<file path="src/rtl/led_pwm_ctrl_if.sv">
// CPU-side valid/ready bus between the SoC decoder and the LED peripheral.
// The decoder/CPU drives the request fields; the peripheral returns the ack and read data.
interface led_pwm_ctrl_if;
  logic        sel;
  logic        mem_valid;
  logic [4:0]  mem_addr;
  logic [31:0] mem_wdata;
  logic [3:0]  mem_wstrb;
  logic        mem_ready;
  logic [31:0] mem_rdata;

  modport master (
    output sel, mem_valid, mem_addr, mem_wdata, mem_wstrb,
    input  mem_ready, mem_rdata
  );

  modport slave (
    input  sel, mem_valid, mem_addr, mem_wdata, mem_wstrb,
    output mem_ready, mem_rdata
  );
endinterface

</file>
<file path="src/rtl/led_pwm_ctrl.sv">
// Memory-mapped LED driver: register file behind a one-cycle valid/ready handshake,
// a prescaled 8-bit PWM, a programmable blink timer and a registered LED output stage.
module led_pwm_ctrl #(
  parameter int unsigned PRESCALE = 4,
  parameter int unsigned BLINK_W  = 24,
  parameter logic [7:0]  RST_LED  = 8'h00
) (
  input  logic           clk,
  input  logic           rstn,
  led_pwm_ctrl_if.slave  bus,
  output logic [7:0]     LED
);

  localparam logic [0:0] ST_IDLE = 1'b0;
  localparam logic [0:0] ST_ACK  = 1'b1;

  localparam int unsigned        PS_W       = (PRESCALE > 1) ? $clog2(PRESCALE) : 1;
  localparam logic [PS_W-1:0]    PS_MAX     = PS_W'(PRESCALE - 1);
  localparam logic [PS_W-1:0]    PS_ONE     = PS_W'(1'b1);
  localparam logic [PS_W-1:0]    PS_ZERO    = PS_W'(1'b0);
  localparam logic [BLINK_W-1:0] BLINK_RST  = BLINK_W'(32'd1000);
  localparam logic [BLINK_W-1:0] BLINK_ONE  = BLINK_W'(1'b1);
  localparam logic [BLINK_W-1:0] BLINK_ZERO = BLINK_W'(1'b0);

  // Merge the strobed bytes of new_val over old_val.
  function automatic logic [31:0] byte_merge(
    input logic [31:0] old_val,
    input logic [31:0] new_val,
    input logic [3:0]  strb
  );
    logic [31:0] res;
    res = old_val;
    for (int b = 0; b < 4; b++) begin
      if (strb[b]) begin
        res[8*b +: 8] = new_val[8*b +: 8];
      end else begin
        res[8*b +: 8] = old_val[8*b +: 8];
      end
    end
    return res;
  endfunction

  logic [0:0]         r_state;
  logic               r_ready;
  logic [31:0]        r_rdata;
  logic [2:0]         r_ctrl;
  logic [7:0]         r_led_val;
  logic [7:0]         r_duty;
  logic [BLINK_W-1:0] r_blink;
  logic [PS_W-1:0]    r_prescale;
  logic [7:0]         r_pwm_cnt;
  logic [BLINK_W-1:0] r_blink_cnt;
  logic               r_blink_phase;
  logic [7:0]         r_led;

  logic [2:0]         w_idx;
  logic               w_accept;
  logic               w_write;
  logic               w_blink_wr;
  logic [31:0]        w_rd_mux;
  logic [31:0]        w_blink_ext;
  logic [31:0]        w_wr_word;
  logic               w_ps_wrap;
  logic [BLINK_W-1:0] w_blink_last;
  logic               w_blink_hit;
  logic               w_pwm_on;
  logic [7:0]         w_led_next;
  logic               w_unused;

  assign w_idx        = bus.mem_addr[4:2];
  assign w_accept     = (r_state == ST_IDLE) && bus.sel && bus.mem_valid && !r_ready;
  assign w_write      = w_accept && (bus.mem_wstrb != 4'b0000);
  assign w_wr_word    = byte_merge(w_rd_mux, bus.mem_wdata, bus.mem_wstrb);
  assign w_blink_wr   = w_write && (w_idx == 3'd3);
  assign w_ps_wrap    = (r_prescale == PS_MAX);
  // A zero half-period behaves like one: toggle on every clock.
  assign w_blink_last = (r_blink == BLINK_ZERO) ? BLINK_ZERO : (r_blink - BLINK_ONE);
  assign w_blink_hit  = (r_blink_cnt == w_blink_last);
  assign w_pwm_on     = (r_pwm_cnt < r_duty);
  assign w_unused     = ^{bus.mem_addr[1:0], w_wr_word};

  // Register read view; also the base word that strobed writes merge into.
  always_comb begin
    w_rd_mux                  = 32'd0;
    w_blink_ext               = 32'd0;
    w_blink_ext[BLINK_W-1:0]  = r_blink;
    case (w_idx)
      3'd0:    w_rd_mux = {29'd0, r_ctrl};
      3'd1:    w_rd_mux = {24'd0, r_led_val};
      3'd2:    w_rd_mux = {24'd0, r_duty};
      3'd3:    w_rd_mux = w_blink_ext;
      3'd4:    w_rd_mux = {23'd0, r_blink_phase, r_pwm_cnt};
      default: w_rd_mux = 32'd0;
    endcase
  end

  // Handshake FSM: accept in IDLE, hold ready for the single ACK cycle.
  always_ff @(posedge clk) begin
    if (!rstn) begin
      r_state <= ST_IDLE;
      r_ready <= 1'b0;
      r_rdata <= 32'd0;
    end else begin
      case (r_state)
        ST_IDLE: begin
          if (w_accept) begin
            r_state <= ST_ACK;
            r_ready <= 1'b1;
            r_rdata <= w_write ? 32'd0 : w_rd_mux;
          end else begin
            r_state <= ST_IDLE;
            r_ready <= 1'b0;
            r_rdata <= 32'd0;
          end
        end
        ST_ACK: begin
          r_state <= ST_IDLE;
          r_ready <= 1'b0;
          r_rdata <= 32'd0;
        end
        default: begin
          r_state <= ST_IDLE;
          r_ready <= 1'b0;
          r_rdata <= 32'd0;
        end
      endcase
    end
  end

  // Writable registers update on the accepting edge, i.e. with mem_ready rising.
  always_ff @(posedge clk) begin
    if (!rstn) begin
      r_ctrl    <= 3'd0;
      r_led_val <= RST_LED;
      r_duty    <= 8'h80;
      r_blink   <= BLINK_RST;
    end else if (w_write) begin
      case (w_idx)
        3'd0:    r_ctrl    <= w_wr_word[2:0];
        3'd1:    r_led_val <= w_wr_word[7:0];
        3'd2:    r_duty    <= w_wr_word[7:0];
        3'd3:    r_blink   <= w_wr_word[BLINK_W-1:0];
        default: r_ctrl    <= r_ctrl;
      endcase
    end else begin
      r_ctrl <= r_ctrl;
    end
  end

  // Free-running PWM timebase, independent of EN.
  always_ff @(posedge clk) begin
    if (!rstn) begin
      r_prescale <= PS_ZERO;
      r_pwm_cnt  <= 8'd0;
    end else if (w_ps_wrap) begin
      r_prescale <= PS_ZERO;
      r_pwm_cnt  <= r_pwm_cnt + 8'd1;
    end else begin
      r_prescale <= r_prescale + PS_ONE;
    end
  end

  // Blink timer; a BLINK write restarts the half-period from phase 0.
  always_ff @(posedge clk) begin
    if (!rstn) begin
      r_blink_cnt   <= BLINK_ZERO;
      r_blink_phase <= 1'b0;
    end else if (w_blink_wr) begin
      r_blink_cnt   <= BLINK_ZERO;
      r_blink_phase <= 1'b0;
    end else if (w_blink_hit) begin
      r_blink_cnt   <= BLINK_ZERO;
      r_blink_phase <= ~r_blink_phase;
    end else begin
      r_blink_cnt   <= r_blink_cnt + BLINK_ONE;
    end
  end

  // Output mode select from the current register/timer state.
  always_comb begin
    w_led_next = 8'h00;
    if (r_ctrl[0]) begin
      case (r_ctrl[2:1])
        2'd0:    w_led_next = r_led_val;
        2'd1:    w_led_next = r_led_val & {8{w_pwm_on}};
        2'd2:    w_led_next = r_led_val & {8{r_blink_phase}};
        2'd3:    w_led_next = r_led_val & {8{w_pwm_on & r_blink_phase}};
        default: w_led_next = 8'h00;
      endcase
    end else begin
      w_led_next = 8'h00;
    end
  end

  // Registered LED pins.
  always_ff @(posedge clk) begin
    if (!rstn) begin
      r_led <= 8'h00;
    end else begin
      r_led <= w_led_next;
    end
  end

  assign bus.mem_ready = r_ready;
  assign bus.mem_rdata = r_rdata;
  assign LED           = r_led;

endmodule

</file>
<file path="src/flat_wrapper.sv">
// flat-port wrapper written by rule: the top's interface ports become plain ports
module led_pwm_ctrl_flat 
#(
  parameter int unsigned PRESCALE = 4,
  parameter int unsigned BLINK_W  = 24,
  parameter logic [7:0]  RST_LED  = 8'h00
)
  (clk, rstn, LED, bus_sel, bus_mem_valid, bus_mem_addr, bus_mem_wdata, bus_mem_wstrb, bus_mem_ready, bus_mem_rdata);
  led_pwm_ctrl_if bus_i ();
  input  logic clk;
  input  logic rstn;
  output logic [7:0] LED;
  input wire logic [$bits(bus_i.sel)-1:0] bus_sel;
  input wire logic [$bits(bus_i.mem_valid)-1:0] bus_mem_valid;
  input wire logic [$bits(bus_i.mem_addr)-1:0] bus_mem_addr;
  input wire logic [$bits(bus_i.mem_wdata)-1:0] bus_mem_wdata;
  input wire logic [$bits(bus_i.mem_wstrb)-1:0] bus_mem_wstrb;
  output wire logic [$bits(bus_i.mem_ready)-1:0] bus_mem_ready;
  output wire logic [$bits(bus_i.mem_rdata)-1:0] bus_mem_rdata;
  assign bus_i.sel = bus_sel;
  assign bus_i.mem_valid = bus_mem_valid;
  assign bus_i.mem_addr = bus_mem_addr;
  assign bus_i.mem_wdata = bus_mem_wdata;
  assign bus_i.mem_wstrb = bus_mem_wstrb;
  assign bus_mem_ready = bus_i.mem_ready;
  assign bus_mem_rdata = bus_i.mem_rdata;
  led_pwm_ctrl #(.PRESCALE(PRESCALE), .BLINK_W(BLINK_W), .RST_LED(RST_LED)) u_core (.clk(clk), .rstn(rstn), .bus(bus_i), .LED(LED));
endmodule
</file>
<file path="config.mk">
export PLATFORM = sky130hd
export DESIGN_NAME = led_pwm_ctrl_flat
export DESIGN_NICKNAME = d
export VERILOG_FILES = /design/src/rtl/led_pwm_ctrl_if.sv /design/src/rtl/led_pwm_ctrl.sv /design/src/flat_wrapper.sv
export SDC_FILE = /design/constraint.sdc
export NUM_CORES = 1
export LEC_CHECK = 0
export ABC_AREA = 1
export CORE_MARGIN = 5
export CORE_UTILIZATION = 42
export CTS_CLUSTER_DIAMETER = 200
export DETAILED_ROUTE_END_ITERATION = 16
export GPL_ROUTABILITY_DRIVEN = 0
export SLEW_MARGIN = 20
export SYNTH_ARGS = -nofsm -noshare
export SYNTH_HDL_FRONTEND = slang
export SYNTH_SLANG_ARGS = --single-unit
</file>
<file path="constraint.sdc">
create_clock -name clk -period 2.7 [get_ports clk]
set_input_delay 0.405 -clock clk [delete_from_list [all_inputs] [get_ports clk]]
set_output_delay 0.405 -clock clk [all_outputs]
set_load 0.005 [all_outputs]
</file>
### After elaboration in Yosys (flattened, before gate mapping)

Cells that the tools add are included.

| operators by class | value |
|---|---|
| $add $sub $neg | 4 |
| $lt $le $gt $ge | 1 |
| equal/unequal tests | 9 |
| multiplexer cells | 11 |
| bitwise gates (word level) | 7 |
| reduce and logical (&&, ||, !) cells | 18 |

Operator list:

| kind | count |
|---|---|
| $pmux 24 s5 | 1 |
| $pmux 32 s2 | 1 |
| $mux 24 | 2 |
| $mux 32 | 1 |
| $pmux 8 s4 | 1 |
| $add 24x1->24 const B | 1 |
| $and 8x8->8 | 3 |
| $eq 24x24->1 | 1 |
| $logic_not 24->1 | 1 |
| $mux 8 | 3 |
| $sub 24x1->24 const B | 1 |
| $reduce_and 2->1 | 5 |
| $add 8x1->8 const B | 1 |
| $lt 8x8->1 | 1 |
| $eq 2x2->1 const B | 3 |
| $eq 3x2->1 const B | 2 |
| $logic_and 1x1->1 | 5 |
| $reduce_bool 4->1 | 1 |
| $reduce_or 2->1 | 2 |
| $eq 3x1->1 const B | 1 |
| $eq 3x3->1 const B | 1 |
| $logic_not 3->1 | 1 |
| $not 1->1 | 3 |
| $reduce_or 3->1 | 1 |
| other kinds (7) | 7 |

| word-level totals | value |
|---|---|
| bits in registers | 119 |
| bits of input ports | 45 |
| logic and storage cells | 61 |

### Depth between registers and ports, before layout

| logic depth | value |
|---|---|
| depth in word-level cells | 8 |
| depth in mapped cells | 18 |
| gate-level depth less buffers | 17 |

### Worst setup path before layout

OpenSTA, ideal clock, no wires.

| timing | value |
|---|---|
| path type | register -> register |
| start | register u_core.r_blink[0] |
| end | register u_core.r_blink_cnt[2] |
| setup time | 0.117 ns |
| arrival | 2.056 ns |
| slack | 0.527 ns |
| cell stages (with the launch flop) | 15 |
| path buffers | 2 |
| period minus slack after synthesis | 2.173 ns |
| path through | dfxtp_1 inv_1 ha_1 nand2_2 nor2_8 nand3_4 buf_2 nand3_1 xor2_1 nand3_1 nor2_2 nand2_2 nand2_4 buf_12 nor2_2 |

| between the ends | value |
|---|---|
| longest elaborated chain between the ends | 4 |

RTL lines:

| item | RTL line | RTL |
|---|---|---|
| start, declared | led_pwm_ctrl.sv:49 | `logic [BLINK_W-1:0] r_blink;` |
| start signal, assigned | led_pwm_ctrl.sv:142 | `3'd3: r_blink <= w_wr_word[BLINK_W-1:0];` |
| $sub 24x1->24 / $logic_not 24->1 (equally long branches) | led_pwm_ctrl.sv:77 | `assign w_blink_last = (r_blink == BLINK_ZERO) ? BLINK_ZERO : (r_blink - BLINK_ONE);` |
| $mux 24 * | led_pwm_ctrl.sv:77 |  |
| $eq 24x24->1 * | led_pwm_ctrl.sv:78 | `assign w_blink_hit = (r_blink_cnt == w_blink_last);` |
| $reduce_or 3->1 (no source line) * | -- |  |
| end signal, assigned | led_pwm_ctrl.sv:175 | `r_blink_cnt <= r_blink_cnt + BLINK_ONE;` |
| end, declared | led_pwm_ctrl.sv:52 | `logic [BLINK_W-1:0] r_blink_cnt;` |

Every way passes the cells marked *; elsewhere a longest branch is shown, timed or not.
A chain may end at the register's enable or synchronous reset.

### Worst setup path in the final report

| timing | value |
|---|---|
| start | register u_core.r_blink[0] |
| end | register u_core.r_blink_cnt[14] |

Same word-level chain as after synthesis.

==> metrics <==
outcome=completed; clock root cell=clkbuf_16; clk buf depth=2; Reg area=2220 um^2; First-pass DRT Iterations=5; RSZ-0062 raised after global routing=false; #FFs+latches synth=111; Critical Path Most Common Cell=nand2_1; CP max FO=19; Synthesis Warnings=0; Leakage=2.97 nW; register clock-pin slew on the reported worst setup and hold paths=0.08 ns; # setup viols final=0; Die H=128 um; Vias=5526; Comb pwr share=0.077; setup TNS=0 ns; Slew @ Worst Pin=0.822 ns; DR iter-0 viols=330; worst-path cell chain=inv_1 > buf_4 > nand3_2 > nor2_2 > nand2_1 > inv_1 > nand2_1 > nand4_1 > nand2_1 > a21oi_1 > nand2_1 > nor2_2 > nand2_2 > nand2_4 > buf_12 > nor2_1; Max-slew headroom=0.452; via/cell ratio=5.01; internal power=2.55 mW; Final Cell Area=7130 um^2; cell area after synthesis=5860 um^2; first-pass GRT wire length=26500 um; Seq/Total Area, Yosys=0.379; Area contributors post-synth=dfxtp_1, nand2_1, inv_1; Arr. time, crit path=2.67 ns; largest net degree at the start of global routing=31; Net count, final=975; total core area=13800 um^2; Switching Share=0.246; VDD IR-drop max=0.324 mV; Synth async-reset ratio=0; fin crit period=2.42 ns; most frequent cells in the layout=nand2_1, inv_1, dfxtp_1; Worst setup EP type=flip-flop; Area after DPL=6790 um^2; Row Count=43; drt drc=0; # fillers=1431; H-tree Lvls=3; top cell type's share of synthesized area=0.379; layout cells sized above 1=0.0855; # diodes=0; clk_lat worst skew=0.36 ns; Die W=128 um; Fmax=0.413 GHz; worst reg2reg endpoint=u_core.r_blink_cnt[14]$_SDFF_PP0_; flop2flop setup slack=0.28 ns; commonest non-fill, non-tap cell in the layout=nand2_1; Worst EP required=2.95 ns; DP Cell Count=1088; Final Cycle Share=0.896; post-CTS setup buffer count=0; Max Slew Vio Count=0; Area growth syn-to-layout=21.8%; CP max-delay cell=nor2_2; Clk network pwr share=0.428; Worst Skew=0.0161 ns; Worst setup SP type=flip-flop; EDFF count, synth=0; area of the multi-input gates=2970 um^2; max cap viols=0; post-DP HPWL=12500 um; final wirelength=15900 um; Synth Instances=841; Final Hold Fails=0; All-Layer GR Usage=0.201; crit path to=u_core.r_blink_cnt[14]$_SDFF_PP0_; Worst path max stage delay=0.38 ns; worst r2r path cells=16; Final ANT Viol Nets=0; initial antenna violation count=0; Synth Flop Type=dfxtp_1; Starting Density=0.425; CP Class=flip-flop to flip-flop; vias in the first global route=5356; count of different cell masters after synthesis=40; clock sink count=111; port bufs=67; Worst R2R Start=u_core.r_blink[0]$_SDFFE_PN0P_; switching power total=0.829 mW; Hold Path Class=flip-flop to flip-flop; WL per Instance=14.4 um; crit path from=u_core.r_blink[0]$_SDFFE_PN0P_; Mapped Avg Cell Area=6.97 um^2; I/O pin cnt=86; aggregate global routing overflow=0; CTS tree=built; most area-hungry cell type in the Yosys netlist=dfxtp_1; Flop pwr share=0.495; power density cells=473 nW/um^2; Die Footprint=16400 um^2; Post-Layout Cell Count=1104; TritonCTS Buffers=9
state kept, by name, indices dropped and copies added, names as in the netlist:
signal,count
u_core.r_pwm_cnt,8
u_core.r_blink,24
u_core.bus.mem_rdata,24
u_core.r_blink_phase,1
u_core.r_blink_cnt,24
u_core.r_led_val,8
u_core.LED,8
u_core.r_prescale,2
u_core.r_state,1
u_core.r_ctrl,3
u_core.r_duty,8
worst max-delay path: cells and delay by family (launching register included):
kind / cells / cell delay (ns)
and+or+nand+nor: 11 / 1.33
buffers and inverters: 4 / 0.50
DFF: 1 / 0.30
AOI/OAI and AO/OA: 1 / 0.14
cell usage after synthesis (2+ instances only):
library cell and instances:
nand2_1 158, inv_1 130, dfxtp_1 111, nor2_1 83, o21ai_0 60, nand3_1 57, nor3_1 31, o22ai_1 28
a21oi_1 26, nor2_2 25, xor2_1 25, nand4_1 21, clkbuf_1 15, ha_1 11, buf_4 8, a221oi_1 5
o211ai_1 5, a22oi_1 4, nor4_1 4, a211oi_1 3, buf_1 3, nand2_2 3, nand3b_1 3, buf_12 2
buf_2 2, buf_6 2, nor2_4 2, nor3_2 2
power groups by stage:
stage	logic [mW]	registers, mW	clock network [mW]
after floorplan	0.158	1.71	0
after global placement	0.258	1.71	0
after detailed placement	0.259	1.71	0
after CTS	0.260	1.67	1.49
after global routing	0.293	1.68	1.55
final	0.260	1.67	1.44
area by class of cell:
type                            count  area share
Clock buffer                       10      0.0335
Clock inverter                      6      0.0139
Inverter                          132      0.0695
Multi-Input combinational cell    573       0.416
Sequential cell                   111       0.312
Tap cell                          180      0.0316
Timing Repair Buffer               92       0.124
worst min-delay path by stage:
stage                                               start  slack, ns  depth (start not counted)                              end
after floorplan           u_core.r_prescale[0]$_SDFF_PP0_       0.40                          1  u_core.r_prescale[0]$_SDFF_PP0_
after global placement    u_core.r_prescale[0]$_SDFF_PP0_       0.42                          1  u_core.r_prescale[0]$_SDFF_PP0_
after detailed placement  u_core.r_prescale[0]$_SDFF_PP0_       0.42                          1  u_core.r_prescale[0]$_SDFF_PP0_
after CTS                 u_core.r_prescale[0]$_SDFF_PP0_       0.43                          1  u_core.r_prescale[0]$_SDFF_PP0_
after global routing      u_core.r_prescale[0]$_SDFF_PP0_       0.48                          1  u_core.r_prescale[0]$_SDFF_PP0_
final                     u_core.r_prescale[0]$_SDFF_PP0_       0.43                          1  u_core.r_prescale[0]$_SDFF_PP0_
kinds of logic after synthesis:
logic type,after synthesis,synth area share
AOI/OAI and AO/OA,133,0.129
xor gates and xnor gates,26,0.0389
adders and majority gates,11,0.0235
buffers and inverters,164,0.119
DFF,111,0.379
other,1,0.000640
and+or+nand+nor,395,0.310
timing repair:
action                                  4_1_cts  5_1_grt
resized for setup                             0        2
endpoints found under the setup margin        0       19
hold buffers                                  0        0
hold endpoints to repair                      0        0
per-layer routing:
layer | vias up | global-route usage | share of wire
met1 | 2537 | 0.257 | 0.46
met3 | 14 | 0.0342 | 0.039
met2 | 93 | 0.353 | 0.49
met5 | - | 0 | 0
li1 | 2882 | - | -
met4 | 0 | 0.0474 | 0.011
per-stage QoR:
stage	setup slack [ns]	utilization	hold slack [ns]	power (mW)
after floorplan	0.527	-	0.404	1.86
after global placement	0.0829	0.493	0.418	1.97
after detailed placement	0.0755	0.493	0.418	1.97
after CTS	0.209	0.518	0.434	3.42
after global routing	0.0251	0.518	0.480	3.52
final	0.281	0.518	0.428	3.38
Power figures use the tool's default switching activity.
